$ cat src/rtl/autoscale_ctrl.sv
// Frame-based shift scheduler: tracks the per-frame peak of two power streams and issues a clamped, hysteretic shift.
// Optional feature macro: AUTOSCALE_CTRL_OVERRIDE_EN adds a direct shift override input.
module autoscale_ctrl #(
    parameter int unsigned DIN_WIDTH   = 32,
    parameter int unsigned OUT_WIDTH   = 18,
    parameter int unsigned HEADROOM    = 1,
    parameter int unsigned MIN_SHIFT   = 4,
    parameter int unsigned MAX_SHIFT   = 14,
    parameter int unsigned FRAME_LEN   = 1024,
    parameter int unsigned HOLD_FRAMES = 4
) (
    input  logic                 clk,
    input  logic                 rst_n,
    input  logic [DIN_WIDTH-1:0] din1,
    input  logic [DIN_WIDTH-1:0] din2,
    input  logic                 din_valid,
    input  logic                 frame_sync,
`ifdef AUTOSCALE_CTRL_OVERRIDE_EN
    input  logic                 override_en,
    input  logic [5:0]           override_shift,
`endif
    output logic [5:0]           shift_val,
    output logic                 shift_update,
    output logic [DIN_WIDTH-1:0] frame_peak,
    output logic                 frame_done
);

    localparam int unsigned CNT_W    = $clog2(FRAME_LEN);
    localparam int unsigned FIT_BITS = OUT_WIDTH - HEADROOM;
    localparam int unsigned HOLD_W   = $clog2(HOLD_FRAMES + 1);
    localparam logic signed [6:0] MIN_S7 = 7'(MIN_SHIFT);
    localparam logic signed [6:0] MAX_S7 = 7'(MAX_SHIFT);

    typedef enum logic [0:0] {WAIT_SYNC, RUN} state_t;

    state_t                r_state, w_state_nxt;
    logic [DIN_WIDTH-1:0]  r_acc, w_acc_nxt, w_smax, w_amax;
    logic [CNT_W-1:0]      r_cnt, w_cnt_nxt;
    logic                  w_frame_end;
    logic [DIN_WIDTH-1:0]  r_frame_peak;
    logic                  r_frame_done;
    logic [5:0]            r_shift_val, w_shift_nxt;
    logic                  r_shift_update, w_upd_nxt;
    logic [HOLD_W-1:0]     r_hold_cnt, w_hold_nxt, w_hold_inc;
    logic signed [6:0]     w_raw, w_target, w_cur;

    assign shift_val    = r_shift_val;
    assign shift_update = r_shift_update;
    assign frame_peak   = r_frame_peak;
    assign frame_done   = r_frame_done;

    // Frame tracking FSM: next-state, accumulator and counter
    always_comb begin
        w_smax      = (din1 > din2) ? din1 : din2;
        w_amax      = (r_acc > w_smax) ? r_acc : w_smax;
        w_state_nxt = r_state;
        w_acc_nxt   = r_acc;
        w_cnt_nxt   = r_cnt;
        w_frame_end = 1'b0;
        case (r_state)
            WAIT_SYNC: begin
                if (din_valid && frame_sync) begin
                    w_acc_nxt   = w_smax;
                    w_cnt_nxt   = CNT_W'(1);
                    w_state_nxt = RUN;
                end
            end
            RUN: begin
                if (din_valid) begin
                    // Natural frame end wins over a coincident frame_sync
                    if (r_cnt == CNT_W'(FRAME_LEN - 1)) begin
                        w_frame_end = 1'b1;
                        w_acc_nxt   = '0;
                        w_cnt_nxt   = '0;
                    end else if (frame_sync) begin
                        w_acc_nxt = w_smax;
                        w_cnt_nxt = CNT_W'(1);
                    end else begin
                        w_acc_nxt = w_amax;
                        w_cnt_nxt = r_cnt + CNT_W'(1);
                    end
                end
            end
            default: w_state_nxt = WAIT_SYNC;
        endcase
    end

    // Target shift from the last completed frame peak
    always_comb begin
        w_raw = '0;
        for (int i = 0; i < int'(DIN_WIDTH); i++) begin
            if (r_frame_peak[i] && (i + 1 > int'(FIT_BITS))) begin
                w_raw = 7'(i + 1 - int'(FIT_BITS));
            end
        end
        if (w_raw < MIN_S7) begin
            w_target = MIN_S7;
        end else if (w_raw > MAX_S7) begin
            w_target = MAX_S7;
        end else begin
            w_target = w_raw;
        end
    end

    // Shift update rule with decrease hysteresis
    always_comb begin
        w_cur       = $signed({1'b0, r_shift_val});
        w_hold_inc  = r_hold_cnt + HOLD_W'(1);
        w_shift_nxt = r_shift_val;
        w_hold_nxt  = r_hold_cnt;
        w_upd_nxt   = 1'b0;
`ifdef AUTOSCALE_CTRL_OVERRIDE_EN
        if (override_en) begin
            w_hold_nxt = '0;
            if (override_shift < 6'(MIN_SHIFT)) begin
                w_shift_nxt = 6'(MIN_SHIFT);
            end else if (override_shift > 6'(MAX_SHIFT)) begin
                w_shift_nxt = 6'(MAX_SHIFT);
            end else begin
                w_shift_nxt = override_shift;
            end
            w_upd_nxt = (w_shift_nxt != r_shift_val);
        end else
`endif
        if (r_frame_done) begin
            if (w_target > w_cur) begin
                w_shift_nxt = w_target[5:0];
                w_hold_nxt  = '0;
                w_upd_nxt   = 1'b1;
            end else if (w_target < w_cur) begin
                if (w_hold_inc >= HOLD_W'(HOLD_FRAMES)) begin
                    w_shift_nxt = w_target[5:0];
                    w_hold_nxt  = '0;
                    w_upd_nxt   = 1'b1;
                end else begin
                    w_hold_nxt = w_hold_inc;
                end
            end else begin
                w_hold_nxt = '0;
            end
        end
    end

    always_ff @(posedge clk or negedge rst_n) begin
        if (!rst_n) begin
            r_state        <= WAIT_SYNC;
            r_acc          <= '0;
            r_cnt          <= '0;
            r_frame_peak   <= '0;
            r_frame_done   <= 1'b0;
            r_shift_val    <= 6'(MAX_SHIFT);
            r_shift_update <= 1'b0;
            r_hold_cnt     <= '0;
        end else begin
            r_state        <= w_state_nxt;
            r_acc          <= w_acc_nxt;
            r_cnt          <= w_cnt_nxt;
            r_frame_done   <= w_frame_end;
            if (w_frame_end) begin
                r_frame_peak <= w_amax;
            end
            r_shift_val    <= w_shift_nxt;
            r_shift_update <= w_upd_nxt;
            r_hold_cnt     <= w_hold_nxt;
        end
    end

endmodule

$ cat config.mk
export PLATFORM = sky130hd
export DESIGN_NAME = autoscale_ctrl
export DESIGN_NICKNAME = d
export VERILOG_FILES = /design/src/rtl/autoscale_ctrl.sv
export SDC_FILE = /design/constraint.sdc
export NUM_CORES = 1
export LEC_CHECK = 0
export ABC_CLOCK_PERIOD_IN_PS = 2700
export BUFFER_PORTS_ARGS = -buffer_cell sky130_fd_sc_hd__buf_2
export CAP_MARGIN = 5
export CORE_MARGIN = 2
export CORE_UTILIZATION = 40
export DETAILED_ROUTE_END_ITERATION = 10
export PLACE_DENSITY = 0.64
export SLEW_MARGIN = 20
export SYNTH_ARGS = -nofsm -noshare
export SYNTH_HDL_FRONTEND = slang
export SYNTH_SLANG_ARGS = --single-unit
$ cat constraint.sdc
create_clock -name clk -period 2.7 [get_ports clk]
set_input_delay 0.135 -clock clk [delete_from_list [all_inputs] [get_ports clk]]
set_output_delay 0.135 -clock clk [all_outputs]
set_load 0.05 [all_outputs]
Word level (Yosys, flattened, before mapping). Index checks and enable logic that the tools add are counted. W data, S select, Z words.

$add $sub $neg: 2. Bitwise operators: 1. Muxes and demuxes: 44. Equality and inequality tests: 3. Magnitude comparators: 7. Reduce and logical (&&, ||, !) cells: 5.

Operators by type and width (number): $mux W32 (6); $mux W7 (16); $gt A32 B32 Y1 (2); $pmux W32 S2 (1); $mux W10 (4); $pmux W10 S2 (1); $mux W6 (3); $add A10 B1 Y10 const B (1); $eq A10 B10 Y1 const B (1); $mux W1 (10); $mux W3 (3); $gt A7 B5 Y1 const B (1); $gt A7 B7 Y1 (1); $lt A7 B4 Y1 const B (1); $lt A7 B7 Y1 (1); $ne A2 B2 Y1 const B (2); $reduce_bool A2 Y1 (2); $add A3 B1 Y3 const B (1); $ge A3 B3 Y1 const B (1); $reduce_and A3 Y1 (1); $reduce_and A2 Y1 (1); $logic_and A1 B1 Y1 (1); $not A1 Y1 (1).

Output and inout bits: 40. Register bits after elaboration: 86.

Logic depth before layout (Yosys ltp).
Word-level depth: 22. Depth in mapped cells: 20.

Worst setup path before layout. Ideal clock, no wire load.

Path type: input port to flip-flop. Start point: input port din2[14]. End point: register r_frame_peak[26], in the netlist frame_peak[26]. Required time: 2.568 ns. Setup slack: -1.340 ns. Arrival: 3.908 ns. Path buffers: 4. Stages on the path: 20. Cell sequence: inv_1 -> ha_1 -> a21oi_1 -> nand2_1 -> a221o_1 -> o311ai_1 -> buf_2 -> buf_2 -> nand3_1 -> and2_1 -> ha_1 -> nand4_2 -> or3_1 -> a21o_1 -> a31o_1 -> a21o_2 -> buf_6 -> clkbuf_1 -> o21ai_0 -> o22ai_1.

Word-level cells in the longest chain between the ends: 4.

Ends and longest elaborated chain: from (decl) (line 15) `input logic [DIN_WIDTH-1:0] din2,`; $gt A32 B32 Y1 (line 54) `w_smax = (din1 > din2) ? din1 : din2;`; $mux W32 * (line 54); $gt A32 B32 Y1 (line 55) `w_amax = (r_acc > w_smax) ? r_acc : w_smax;`; $mux W32 * (line 55); to (signal assigned) (line 160) `r_frame_peak <= w_amax;`; to (decl) (line 40) `logic [DIN_WIDTH-1:0] r_frame_peak;`.

Every way passes the cells marked *; elsewhere a longest branch is shown, timed or not. A chain may end at the register's enable or synchronous reset.

Worst setup path in the final report.
Start point: input port din2[9]. End point: register r_acc[0].

Word-level cells in the longest chain between the ends: 8. Elaborated cells between the ends (all ways): 9. Classes of those cells: order compare (2); mux (7).

Ends and longest elaborated chain: $gt A32 B32 Y1 (line 54); $mux W32 * (line 54); $gt A32 B32 Y1 (line 55); $mux W32 (line 55); $mux W32 (line 75) `end else if (frame_sync) begin`; $mux W32 (line 71) `if (r_cnt == CNT_W'(FRAME_LEN - 1)) begin`; $mux W32 (line 69) `if (din_valid) begin`; $pmux W32 S2 * (line 60) `case (r_state)`; to (signal assigned) (line 156) `r_acc <= w_acc_nxt;`; to (decl) (line 37) `logic [DIN_WIDTH-1:0] r_acc, w_acc_nxt, w_smax, w_amax;`.

Every way passes the cells marked *; elsewhere a longest branch is shown, timed or not. The select of a mux whose other input is x is not followed.

==> metrics.yaml <==
run_status: "complete, but fails checks"
violated_checks: "negative setup slack"
std_cell_rows: 45
post-place-ws_ns: -1.76
grt_setup_unrepaired: "yes"
dieArea_um2: 16700
count_of_placed_standard_cells_including_taps: 1190
max-slew-margin-rel: 0.574
synth.top_cells.by_count: "91 x o21ai_0, 81 x dfrtp_1, 70 x ha_1"
post-route-worst-setup-slack_ns: -1.63
synth_seq_area_share: 0.337
wl_per_cell_um: 21.9
grt_use_total: 0.282
final_antenna_net_count: 0
holdCritPathClass: "in -> reg"
nets: 1191
report.final.setup_viol: 68
peak_supply_drop_uv: 503
initial_core_util: 0.410
reg2reg_slack_ns: -0.15
async_reset_ff_frac: 1.00
synth_area_leader_cell: "dfrtp_1"
worstPathMaxFanout: 8
tritoncts_num_sinks: 84
kind_of_capture_point_of_the_worst_setup_path: "register"
clk_pin_slew_worst_paths_ns: 0.07
slowest_delay_ns: 0.47
routed_via_density: 6.05
worstPathRequired_ns: 2.99
routability_congestion_estimate_from_global_placement: 0.876
post-dp-hpwl_mm: 14.7
drive_above_1_share: 0.567
fin_crit_ns: 4.33
port-buffer-count: 105
drt_first_iter_violations: 656
synth_enable_flop_cells: 0
layout.cells.non_filler: 1269
postSynth.topFlopCell: "dfrtp_1"
finalCoreUtilization: 0.717
timing_hold_violations_final: 0
fp.coreArea_um2: 15300
synth_area_leaders: "dfrtp_1 32%, ha_1 14%, o21ai_0 7.3%"
crit_type: "in -> reg"
grt.overflow.total: 0
synthMostInstantiatedCell: "o21ai_0"
h-tree-depth: 3
filler_cell_count: 1004
cts_root_buffer: "clkbuf_16"
die_w_um: 129
synth_largest_type_area_fraction: 0.324
fin_setup_tns_ns: -98.40
vias_in_the_first_global_route: 7245
cells_after_synthesis: 730
cp_cell_sequence: "buf_6 > inv_2 > ha_4 > nand4_1 > buf_4 > nor2_2 > a221o_1 > buf_4 > o311a_4 > buf_6 > buf_6 > nor3_4 > nor2_1 > ha_1 > nand2_2 > nor4_4 > a221o_2 > o211ai_1 > buf_4 > a21o_4 > o21ai_4 > clkbuf_16 > a32o_1"
grt_pass1_wl_mm: 36.5
fp.dieH_um: 129
ys_warn_count: 0
worst-slew-pin-transition_ns: 0.636
drt-total-wl_mm: 27.8
io_pins: 108
syn_avg_cell_area_um2: 8.57
clockBufferDepth: 2
total_drc_errors_in_the_routed_layout: 0
p_total_mw: 6.99
fin_worst_skew_ns: 0.00782
synthDistinctLibCells: 62
antennaDiodeCount: 0
route.vias.total: 7682
area_of_the_mapped_netlist_um2: 6260
max_freq_mhz: 231
grt_antenna_before_repair: 0
worst-endpoint-arrival_ns: 4.62
grt_max_degree: 56
clock_insertion_delay_worst_skew_ns: 0.36
p_leak_nw: 5.10
period_share: 1.60
timing.final.max_slew_violations: 0
cpMaxStageDelayCell: "o311a_4"
critPathLaunchType: "input port"
areaGrowthSynthToFinish_pct: 74.9
max_cap_viol_count: 0
postSynthRegisterBits: 84
power.density_nw_per_um2: 639
clock_tree_from_tritoncts: "done"
number_of_cts_inserted_buffers: 9
drt_pass1_iterations: 5
[layer usage]
layer	GRT usage	vias up	wire length [um]	part of all wire
li1	-	3340	-	-
met1	0.352	3681	10600	0.38
met2	0.469	490	13100	0.47
met3	0.0495	171	2180	0.079
met4	0.148	0	1890	0.068
met5	0	-	0	0
[registers in the layout, summed over array words and instances (netlist names)]
| name | count |
|---|---|
| shift_update | 1 |
| r_cnt | 10 |
| frame_peak | 32 |
| r_state | 1 |
| shift_val | 4 |
| r_acc | 32 |
| frame_done | 1 |
| r_hold_cnt | 3 |
[repair_timing]
item,in CTS,in global routing
buffers inserted,31,26
pin swaps,51,70
setup endpoints to repair,69,71
cloned,10,1
hold endpoints to repair,26,0
hold buffers,1,0
resized for setup,151,113
[cell families after synthesis]
kind of cell	count (synthesis)	share of synthesized area
XOR/XNOR	2	0.00280
adder cells (fa/ha/maj)	70	0.140
multiplexers	4	0.00700
AO/OA/AOI/OAI	259	0.264
AND/OR/NAND/NOR	222	0.186
buffers and inverters	88	0.0630
flip-flops	84	0.337
other	1	0.000599
[final timing paths]
path | endpoint | depth (start not counted) | startpoint
setup / recovery | r_acc[0] | 23 | din2[9]
hold / removal | r_cnt[0] | 3 | frame_sync
setup reg to reg | shift_val[1] | 15 | frame_peak[20]
hold reg to reg | frame_peak[5] | 2 | frame_peak[5]
max in group asynchronous | frame_peak[13] | 3 | rst_n
min in group asynchronous | shift_val[0] | 2 | rst_n
[worst max-delay path, delay by kind of cell]
family                   cells  cell delay (ns)
buffers and inverters        8             1.16
adder cells (fa/ha/maj)      2             0.52
AO/OA/AOI/OAI                7             1.86
AND/OR/NAND/NOR              6             0.93
[layout make-up]
type,instances,area [um2],share of cell area
multi-input cells,559,5150,0.471
repair buffers,348,2890,0.264
flip-flops and latches,84,2110,0.193
well taps,211,264,0.0241
clock buffers,11,253,0.0231
inverters,51,219,0.0200
clock inverters,5,50.0,0.00457
[through the flow]
| stage | instance area (um2) | hold WS (ns) |
|---|---|---|
| 2_1_floorplan | 6730 | -0.161 |
| 3_3_place_gp | 8730 | 0.0980 |
| 3_5_place_dp | 8730 | 0.0969 |
| 4_1_cts | 10200 | 0.150 |
| 5_1_grt | 10900 | 0.205 |
| 6_report | 10900 | 0.158 |
[where the power goes]
group / internal, mW / switching [mW] / total (mW) / leakage, nW
clock: 0.761 / 0.558 / 1.32 / 0.155
sequential: 1.45 / 0.304 / 1.75 / 1.08
combinational: 2.02 / 1.89 / 3.92 / 3.87
[layout by cell type (no fill, tap or decap), types with 14 or more instances in the layout]
| master | synthesis | layout |
|---|---|---|
| buf_6 | 4 | 26 |
| inv_1 | 51 | 40 |
| and3_4 | 0 | 16 |
| o21ai_0 | 91 | 28 |
| dfrtp_1 | 81 | 75 |
| o21ai_1 | 20 | 37 |
| buf_2 | 8 | 92 |
| and3_1 | 30 | 15 |
| a22o_4 | 0 | 16 |
| buf_12 | 0 | 17 |
| nand2_1 | 61 | 54 |
| ha_1 | 70 | 38 |
| nand3_1 | 31 | 16 |
| o21ai_2 | 0 | 42 |
| ha_4 | 0 | 32 |
| buf_4 | 5 | 201 |
| a21oi_1 | 54 | 44 |
| nor2_1 | 18 | 14 |
Note: power is estimated with default switching activity, not from simulation.
